**config.mk**
```make
export PLATFORM = sky130hd
export DESIGN_NAME = mmio_timer_periph
export DESIGN_NICKNAME = d
export VERILOG_FILES = /design/src/rtl/mmio_pkg.sv /design/src/rtl/mmio_timer_core.sv /design/src/rtl/mmio_timer_periph.sv
export SDC_FILE = /design/constraint.sdc
export NUM_CORES = 1
export LEC_CHECK = 0
export CORE_ASPECT_RATIO = 0.75
export CORE_MARGIN = 5
export CORE_UTILIZATION = 30
export CTS_CLUSTER_DIAMETER = 200
export DETAILED_ROUTE_END_ITERATION = 12
export PLACE_DENSITY = 0.52
export SYNTH_ARGS = -nofsm -noshare
export SYNTH_HDL_FRONTEND = slang
export SYNTH_SLANG_ARGS = --single-unit
```
**constraint.sdc**
```tcl
create_clock -name clk -period 5.2 [get_ports clk]
set_clock_uncertainty 0.15 [all_clocks]
set_input_delay 0.78 -clock clk [delete_from_list [all_inputs] [get_ports clk]]
set_output_delay 0.78 -clock clk [all_outputs]
set_load 0.05 [all_outputs]
```
**src/rtl/mmio_pkg.sv**
```systemverilog
// Shared constants and register decode for the MMIO timer peripheral.
// Offsets are byte offsets within the 256-byte peripheral window.
package mmio_pkg;

    localparam logic [31:0] ADDR_BASE_DEFAULT = 32'h4000_0000;

    localparam logic [7:0] OFF_TH      = 8'h00;
    localparam logic [7:0] OFF_TL      = 8'h04;
    localparam logic [7:0] OFF_TCON    = 8'h08;
    localparam logic [7:0] OFF_LEDS    = 8'h0C;
    localparam logic [7:0] OFF_BCD7    = 8'h10;
    localparam logic [7:0] OFF_SYSTICK = 8'h14;

    localparam int TCON_EN = 0;
    localparam int TCON_IE = 1;
    localparam int TCON_IS = 2;

    typedef enum logic [2:0] {
        SEL_TH,
        SEL_TL,
        SEL_TCON,
        SEL_LEDS,
        SEL_BCD7,
        SEL_SYSTICK,
        SEL_NONE
    } reg_sel_e;

    function automatic reg_sel_e decode_off(input logic [7:0] byte_off);
        case (byte_off)
            OFF_TH:      return SEL_TH;
            OFF_TL:      return SEL_TL;
            OFF_TCON:    return SEL_TCON;
            OFF_LEDS:    return SEL_LEDS;
            OFF_BCD7:    return SEL_BCD7;
            OFF_SYSTICK: return SEL_SYSTICK;
            default:     return SEL_NONE;
        endcase
    endfunction

endpackage

```
**src/rtl/mmio_timer_core.sv**
```systemverilog
// Prescaled reload timer: TH/TL/TCON registers and the registered interrupt request.
// CPU writes land at the edge ending the strobe cycle and take priority over timer updates.
module mmio_timer_core
    import mmio_pkg::*;
#(
    parameter int PRESCALE = 1
) (
    input  logic        clk,
    input  logic        reset,
    input  logic        th_we_i,
    input  logic        tl_we_i,
    input  logic        tcon_we_i,
    input  logic [31:0] wdata_i,
    output logic [31:0] th_o,
    output logic [31:0] tl_o,
    output logic [2:0]  tcon_o,
    output logic        irq_o
);

    localparam int CW = (PRESCALE > 1) ? $clog2(PRESCALE) : 1;
    localparam logic [CW-1:0] PS_LAST = CW'(PRESCALE - 1);

    logic [CW-1:0] cnt_q, cnt_d;
    logic [31:0]   th_q, th_d;
    logic [31:0]   tl_q, tl_d;
    logic [2:0]    tcon_q, tcon_d;
    logic          irq_q, irq_d;
    logic          tick, ovf, ovf_set;

    assign tick    = tcon_q[TCON_EN] && (cnt_q == PS_LAST);
    // A CPU store to TL in the tick cycle suppresses both increment and overflow.
    assign ovf     = tick && !tl_we_i && (tl_q == 32'hFFFF_FFFF);
    assign ovf_set = ovf && tcon_q[TCON_IE];

    always_comb begin
        cnt_d = cnt_q;
        if (!tcon_q[TCON_EN] || (tcon_we_i && !wdata_i[TCON_EN])) begin
            cnt_d = '0;
        end else if (tick) begin
            cnt_d = '0;
        end else begin
            cnt_d = cnt_q + 1'b1;
        end

        th_d = th_we_i ? wdata_i : th_q;

        tl_d = tl_q;
        if (tl_we_i) begin
            tl_d = wdata_i;
        end else if (ovf) begin
            tl_d = th_q;
        end else if (tick) begin
            tl_d = tl_q + 32'd1;
        end

        // Overflow ORs into the status bit so a same-cycle TCON store cannot drop it.
        tcon_d          = tcon_we_i ? wdata_i[2:0] : tcon_q;
        tcon_d[TCON_IS] = tcon_d[TCON_IS] | ovf_set;

        irq_d = tcon_d[TCON_IE] & tcon_d[TCON_IS];
    end

    always_ff @(posedge clk) begin
        if (reset) begin
            cnt_q  <= '0;
            th_q   <= '0;
            tl_q   <= '0;
            tcon_q <= '0;
            irq_q  <= 1'b0;
        end else begin
            cnt_q  <= cnt_d;
            th_q   <= th_d;
            tl_q   <= tl_d;
            tcon_q <= tcon_d;
            irq_q  <= irq_d;
        end
    end

    assign th_o   = th_q;
    assign tl_o   = tl_q;
    assign tcon_o = tcon_q;
    assign irq_o  = irq_q;

endmodule

```
**src/rtl/mmio_timer_periph.sv**
```systemverilog
// MEM-stage peripheral responder: window decode, LEDs/BCD7/SysTick registers, read mux.
// Zero-wait-state reads from registered state; stores commit at the end of the strobe cycle.
module mmio_timer_periph
    import mmio_pkg::*;
#(
    parameter logic [31:0] ADDR_BASE = ADDR_BASE_DEFAULT,
    parameter int          PRESCALE  = 1
) (
    input  logic        clk,
    input  logic        reset,
    input  logic [31:0] addr,
    input  logic        mem_read,
    input  logic        mem_write,
    input  logic [31:0] wdata,
    output logic [31:0] rdata,
    output logic        hit,
    output logic [31:0] LEDs,
    output logic [31:0] BCD7,
    output logic [31:0] SysTick,
    output logic        Irq
);

    logic        in_win;
    logic        we;
    reg_sel_e    sel;
    logic        addr_unused;

    logic [31:0] leds_q, leds_d;
    logic [11:0] bcd_q, bcd_d;
    logic [31:0] systick_q;

    logic [31:0] th, tl;
    logic [2:0]  tcon;

    assign in_win      = (addr[31:8] == ADDR_BASE[31:8]);
    assign sel         = decode_off({addr[7:2], 2'b00});
    assign addr_unused = ^addr[1:0];
    assign hit         = in_win & (mem_read | mem_write);
    assign we          = in_win & mem_write;

    mmio_timer_core #(
        .PRESCALE (PRESCALE)
    ) u_core (
        .clk       (clk),
        .reset     (reset),
        .th_we_i   (we && (sel == SEL_TH)),
        .tl_we_i   (we && (sel == SEL_TL)),
        .tcon_we_i (we && (sel == SEL_TCON)),
        .wdata_i   (wdata),
        .th_o      (th),
        .tl_o      (tl),
        .tcon_o    (tcon),
        .irq_o     (Irq)
    );

    always_comb begin
        leds_d = leds_q;
        bcd_d  = bcd_q;
        if (we && (sel == SEL_LEDS)) begin
            leds_d = wdata;
        end
        if (we && (sel == SEL_BCD7)) begin
            bcd_d = wdata[11:0];
        end
    end

    always_ff @(posedge clk) begin
        if (reset) begin
            leds_q    <= '0;
            bcd_q     <= '0;
            systick_q <= '0;
        end else begin
            leds_q    <= leds_d;
            bcd_q     <= bcd_d;
            systick_q <= systick_q + 32'd1;
        end
    end

    // Read data reflects pre-write state, so a combined read+write returns the old value.
    always_comb begin
        rdata = '0;
        if (in_win) begin
            case (sel)
                SEL_TH:      rdata = th;
                SEL_TL:      rdata = tl;
                SEL_TCON:    rdata = {29'd0, tcon};
                SEL_LEDS:    rdata = leds_q;
                SEL_BCD7:    rdata = {20'd0, bcd_q};
                SEL_SYSTICK: rdata = systick_q;
                default:     rdata = '0;
            endcase
        end
    end

    assign LEDs    = leds_q;
    assign BCD7    = {20'd0, bcd_q};
    assign SysTick = systick_q;

endmodule
```
Word-level counts from Yosys, hierarchy flattened
Index checks and enable logic that the tools add are counted.

word-level totals
  bits in registers = 145
  bits in latches = 0
  bits in writable memories = 0
  memory bits (read-only) = 0
  input bits = 68
  output and inout port bits = 130
  word-level logic and storage cells = 55
  memories = 0

operators by class
  add/subtract/negate cells = 3
  $mul = 0
  div/mod/pow operators = 0
  order comparisons = 0
  eq/ne operators = 12
  shift operators = 0
  multiplexer cells = 7
  bitwise gates (word level) = 6
  reductions and logical operators = 18

operators with widths
  cell                                              number
  case mux 32 bit (6 select lines)                  1
  2-to-1 mux 32 bit                                 4
  adder 32 x 1 -> 32 bit (second input constant)    2
  == test 32 bit (second input constant)            1
  == test 24 x 23 -> 1 bit (second input constant)  1
  case mux 3 bit (6 select lines)                   1
  == test 6 x 2 -> 1 bit (second input constant)    2
  == test 6 x 3 -> 1 bit (second input constant)    2
  logical AND 1 bit                                 10
  == test 3 x 2 -> 1 bit (second input constant)    2
  == test 3 bit (second input constant)             2
  == test 6 x 1 -> 1 bit (second input constant)    1
  logical NOT 6 bit                                 1
  AND 1 bit                                         3
  == test 3 x 1 -> 1 bit (second input constant)    1
  logical NOT 1 bit                                 3
  logical NOT 3 bit                                 1
  2-to-1 mux 3 bit                                  1
  nonzero test 3 bit                                1
  OR reduction 3 bit                                1
  bitwise OR 1 bit                                  2
  adder 1 bit (second input constant)               1
  logical OR 1 bit                                  1
  inverter 1 bit                                    1

Logic depth before layout (Yosys ltp)
  word-level depth = 10
  depth in mapped cells = 10
  mapped depth without buffers = 8

Hierarchy
From an unflattened synthesis, not the netlist that was laid out.

unflattened totals
  cell total of the unflattened synthesis = 1024
  area total of the unflattened synthesis = 8582.0 um2

modules (own cells, without submodules)
  module             instances  cells an instance  area each (um2)  seq. area each (um2)
  mmio_timer_periph  1          631                4959.8           1521.5
  mmio_timer_core    1          393                3622.2           1381.3

Worst setup path after synthesis
Ideal clock, no wire load.

  path kind = input-to-output
  start = input port addr[5]
  end = output port rdata[10]
  arrival time = 3688 ps
  setup slack = 582 ps
  stages = 8
  buffers on the path = 1
  cell sequence = or3_1 -> or3_1 -> ha_1 -> nand2b_1 -> nor4b_4 -> clkbuf_1 -> a22oi_1 -> a31oi_1

between the ends
  cells in the longest elaborated chain, start to end = 5
  elaborated cells between the ends (all ways) = 15
  classes of those cells = eq/ne (10); mux (3); reduce/logical (2)

RTL lines
  item                                                  RTL line                 text
  start, declared                                       mmio_timer_periph.sv:11  input logic [31:0] addr,
  == test 6 x 3 -> 1 bit, or another cell as far along  mmio_pkg.sv:29           case (byte_off)
  case mux 3 bit (6 select lines) (*)                   mmio_pkg.sv:29
  == test 3 bit, or another cell as far along           mmio_timer_periph.sv:83  case (sel)
  case mux 32 bit (6 select lines) (*)                  mmio_timer_periph.sv:83
  2-to-1 mux 32 bit (*)                                 mmio_timer_periph.sv:82  if (in_win) begin
  end, declared                                         mmio_timer_periph.sv:15  output logic [31:0] rdata,

Mark *: on every way between the ends. The rest lies on a longest branch, timed or not.

Final worst setup path
  start = input port addr[5]
  end = output port rdata[11]

Same word-level chain as after synthesis.

==> out/metrics.cfg <==
[outcome]
status = complete, no violations

[floorplanning]
die_w_um = 196
start_util_pct = 30.2
die_height_um = 150
fp-row-count = 51
io_pins = 198
dieArea_sq_um = 29300
coreArea_sq_um = 25800

[power_and_ir_drop]
power_leakage_nw = 3.37
vdd.ir_drop.worst_mv = 0.191
power_density_nw_per_um2 = 235

[setup_path]
slowest_delay_ns = 0.53
critPathMaxFanout = 13
start_kind = input pin
path_depth = 10
reg2reg_depth = 6
path_buf_inv = 3
cp_top_family = simple AND/OR/NAND/NOR gates
crit_type = input pin to primary output
r2r-end = u_core.tl_o[23]$_SDFFE_PP0P_
endpoint_kind = primary output
cp.arrival_ns = 3.93
cp.required_ns = 4.27
reg2reg_setup_slack_ns = 2.08
r2r-start = u_core.tl_o[0]$_SDFFE_PP0P_
crit_chain = clkdlybuf4s50_1 -> or3_1 -> or3_1 -> ha_1 -> or2_2 -> nor4_2 -> buf_12 -> a22oi_1 -> a31oi_1 -> buf_12
critical-path-slowest-cell = or3_1

[place]
hpwl_um = 22100
io_buffers = 175
gp_congestion = 0.874
placed_area_sq_um = 10100

[yosys]
syn_inst = 983
yosysSeqAreaShare_pct = 37.3
synth_top_cell_by_area = dfxtp_1
synthTopCellsByArea = dfxtp_1, nand2_1, a21oi_1
synthFlopType = dfxtp_1
synth_cell_types = 68
yosysTopAreaCellShare_pct = 37.3
synth_edf_count = 0
synth-seq-cells = 145
async_flop_share_pct = 0
syn_area_per_cell_sq_um = 7.92
synth.most_common_cell = nand2_1
yosys_warnings = 0
synth_area_sq_um = 7790
synth_commonest_cells = nand2_1, dfxtp_1, a21oi_1

[hold_path]
hold_path_startpoint = u_core.th_o[14]$_SDFFE_PP0P_
hold_path_depth = 2
min_to = u_core.th_o[14]$_SDFFE_PP0P_
hold_class = flip-flop to flip-flop

[clock_network]
cts_made_buffers = 17
insertion_delay_ns = 0.44
cts_num_sinks = 145
cts_tree = built
cts.htree.levels = 4
clock_path_buffers = 2
cts.clk_slew.worst_paths_ns = 0.06
holdBufCountCts = 0
postCtsSetupRepairBufs = 0
cts_resized = 0
cts_root_buffer = clkbuf_16

[detailed_routing]
routed-via-count = 8018
vias_per_cell = 5.40
drcViolationCount = 0
postRouteAntennaNets = 0
wirelength_um = 30400
drt_iter0_drc = 781
wl_per_cell_um = 20.5
drtPass1Iterations = 7

[global_routing]
antenna_found_initial = 1
grt_pass1_vias = 7455
grt_pass1_wl_um = 46100
track_usage_pct = 20.2
grt_max_degree = 86
gr-total-overflow = 0

[sta]
hold_viol_final = 0
maxSlewViolCount = 0
rsz0062_at_grt = no
fin_crit_ns = 4.86
finalSetupViolCount = 0
tns_ns = 0
clock.fmax_mhz = 206
worst_pin_slew_ns = 0.985
fin_hold_ws_ns = 0.316
min_period_over_period_pct = 93.4
worst_slew_margin_rel_pct = 34.3

[finish]
fin_util_pct = 41.6
synthToLayoutAreaGrowth_pct = 37.6
diodes = 0
drive_above_1_share_pct = 10.5
stdcell_area_sq_um = 10700
fin_nets = 1199

[job]
cap_violations = 0

## placed cells by master, fill, tap and decap left out, drive strengths merged, types with 22 or more instances in the layout
master         synthesis  final
nor2                  64     64
o21ai                 23     23
nor3                  28     28
nand3                 38     38
nand2                185    185
mux2i                 23     23
buf                   51     61
a21oi                104    104
nand4                 22     22
a222oi                26     26
dfxtp                145    145
clkdlybuf4s50          0    142
## power breakdown
| part | switching, mW | total [mW] | internal, mW |
|---|---|---|---|
| Clock | 0.566 | 1.25 | 0.684 |
| Sequential | 0.00355 | 1.12 | 1.11 |
| Combinational | 0.0975 | 0.153 | 0.0558 |
| Total | 0.667 | 2.52 | 1.85 |
## logic make-up after synthesis
logic type               share of synthesized area (%)
XOR/XNOR                                          4.05
other                                           0.0481
flip-flops                                        37.3
adder cells (fa/ha/maj)                          0.482
multiplexers                                      2.96
AO/OA/AOI/OAI                                     21.5
AND/OR/NAND/NOR                                   26.8
buffers and inverters                             6.87
## layer usage
layer	share of wire, %	global-route usage [%]	vias up
met5	0.043	0	-
met4	0.64	3.11	2
met3	8.9	5.15	19
met2	42	29.1	326
met1	49	30.7	3826
li1	-	-	3845
## worst max-delay path by stage
stage / startpoint / end / slack, ns
after floorplan: addr[5] / rdata[10] / 0.58
after global placement: addr[5] / rdata[11] / 0.40
after detailed placement: addr[5] / rdata[11] / 0.38
after CTS: addr[5] / rdata[11] / 0.35
after global routing: addr[5] / rdata[11] / 0.23
final: addr[5] / rdata[11] / 0.34
## final cells by class
class,instances,area [sq um]
fillers,2601,15100
multi-input cells,750,4440
flip-flops and latches,145,2900
repair buffers,203,2320
well taps,344,430
clock buffers,17,425
clock inverters,15,163
inverters,11,41.3
## sequential cells by signal, summed over array words and instances, names as in the netlist
name and cells:
LEDs 32, SysTick 32, bcd_q 12, u_core.cnt_q 1, u_core.irq_o 1, u_core.tcon_o 3, u_core.th_o 32, u_core.tl_o 32
## worst min-delay path: cells and delay by family, from the launching register on
family | cells | cell delay [ns]
and+or+nand+nor | 1 | 0.05
DFF | 1 | 0.32
AOI/OAI and AO/OA | 1 | 0.05
## through the flow
stage	total power, mW	setup WS [ns]	cells
global route	2.60	0.230	1485
detailed placement	1.29	0.376	1453
finish	2.52	0.344	1485
global placement	1.29	0.399	1453
floorplan	1.22	0.582	1003
CTS	2.55	0.351	1485
Note: power is estimated with default switching activity, not from simulation.
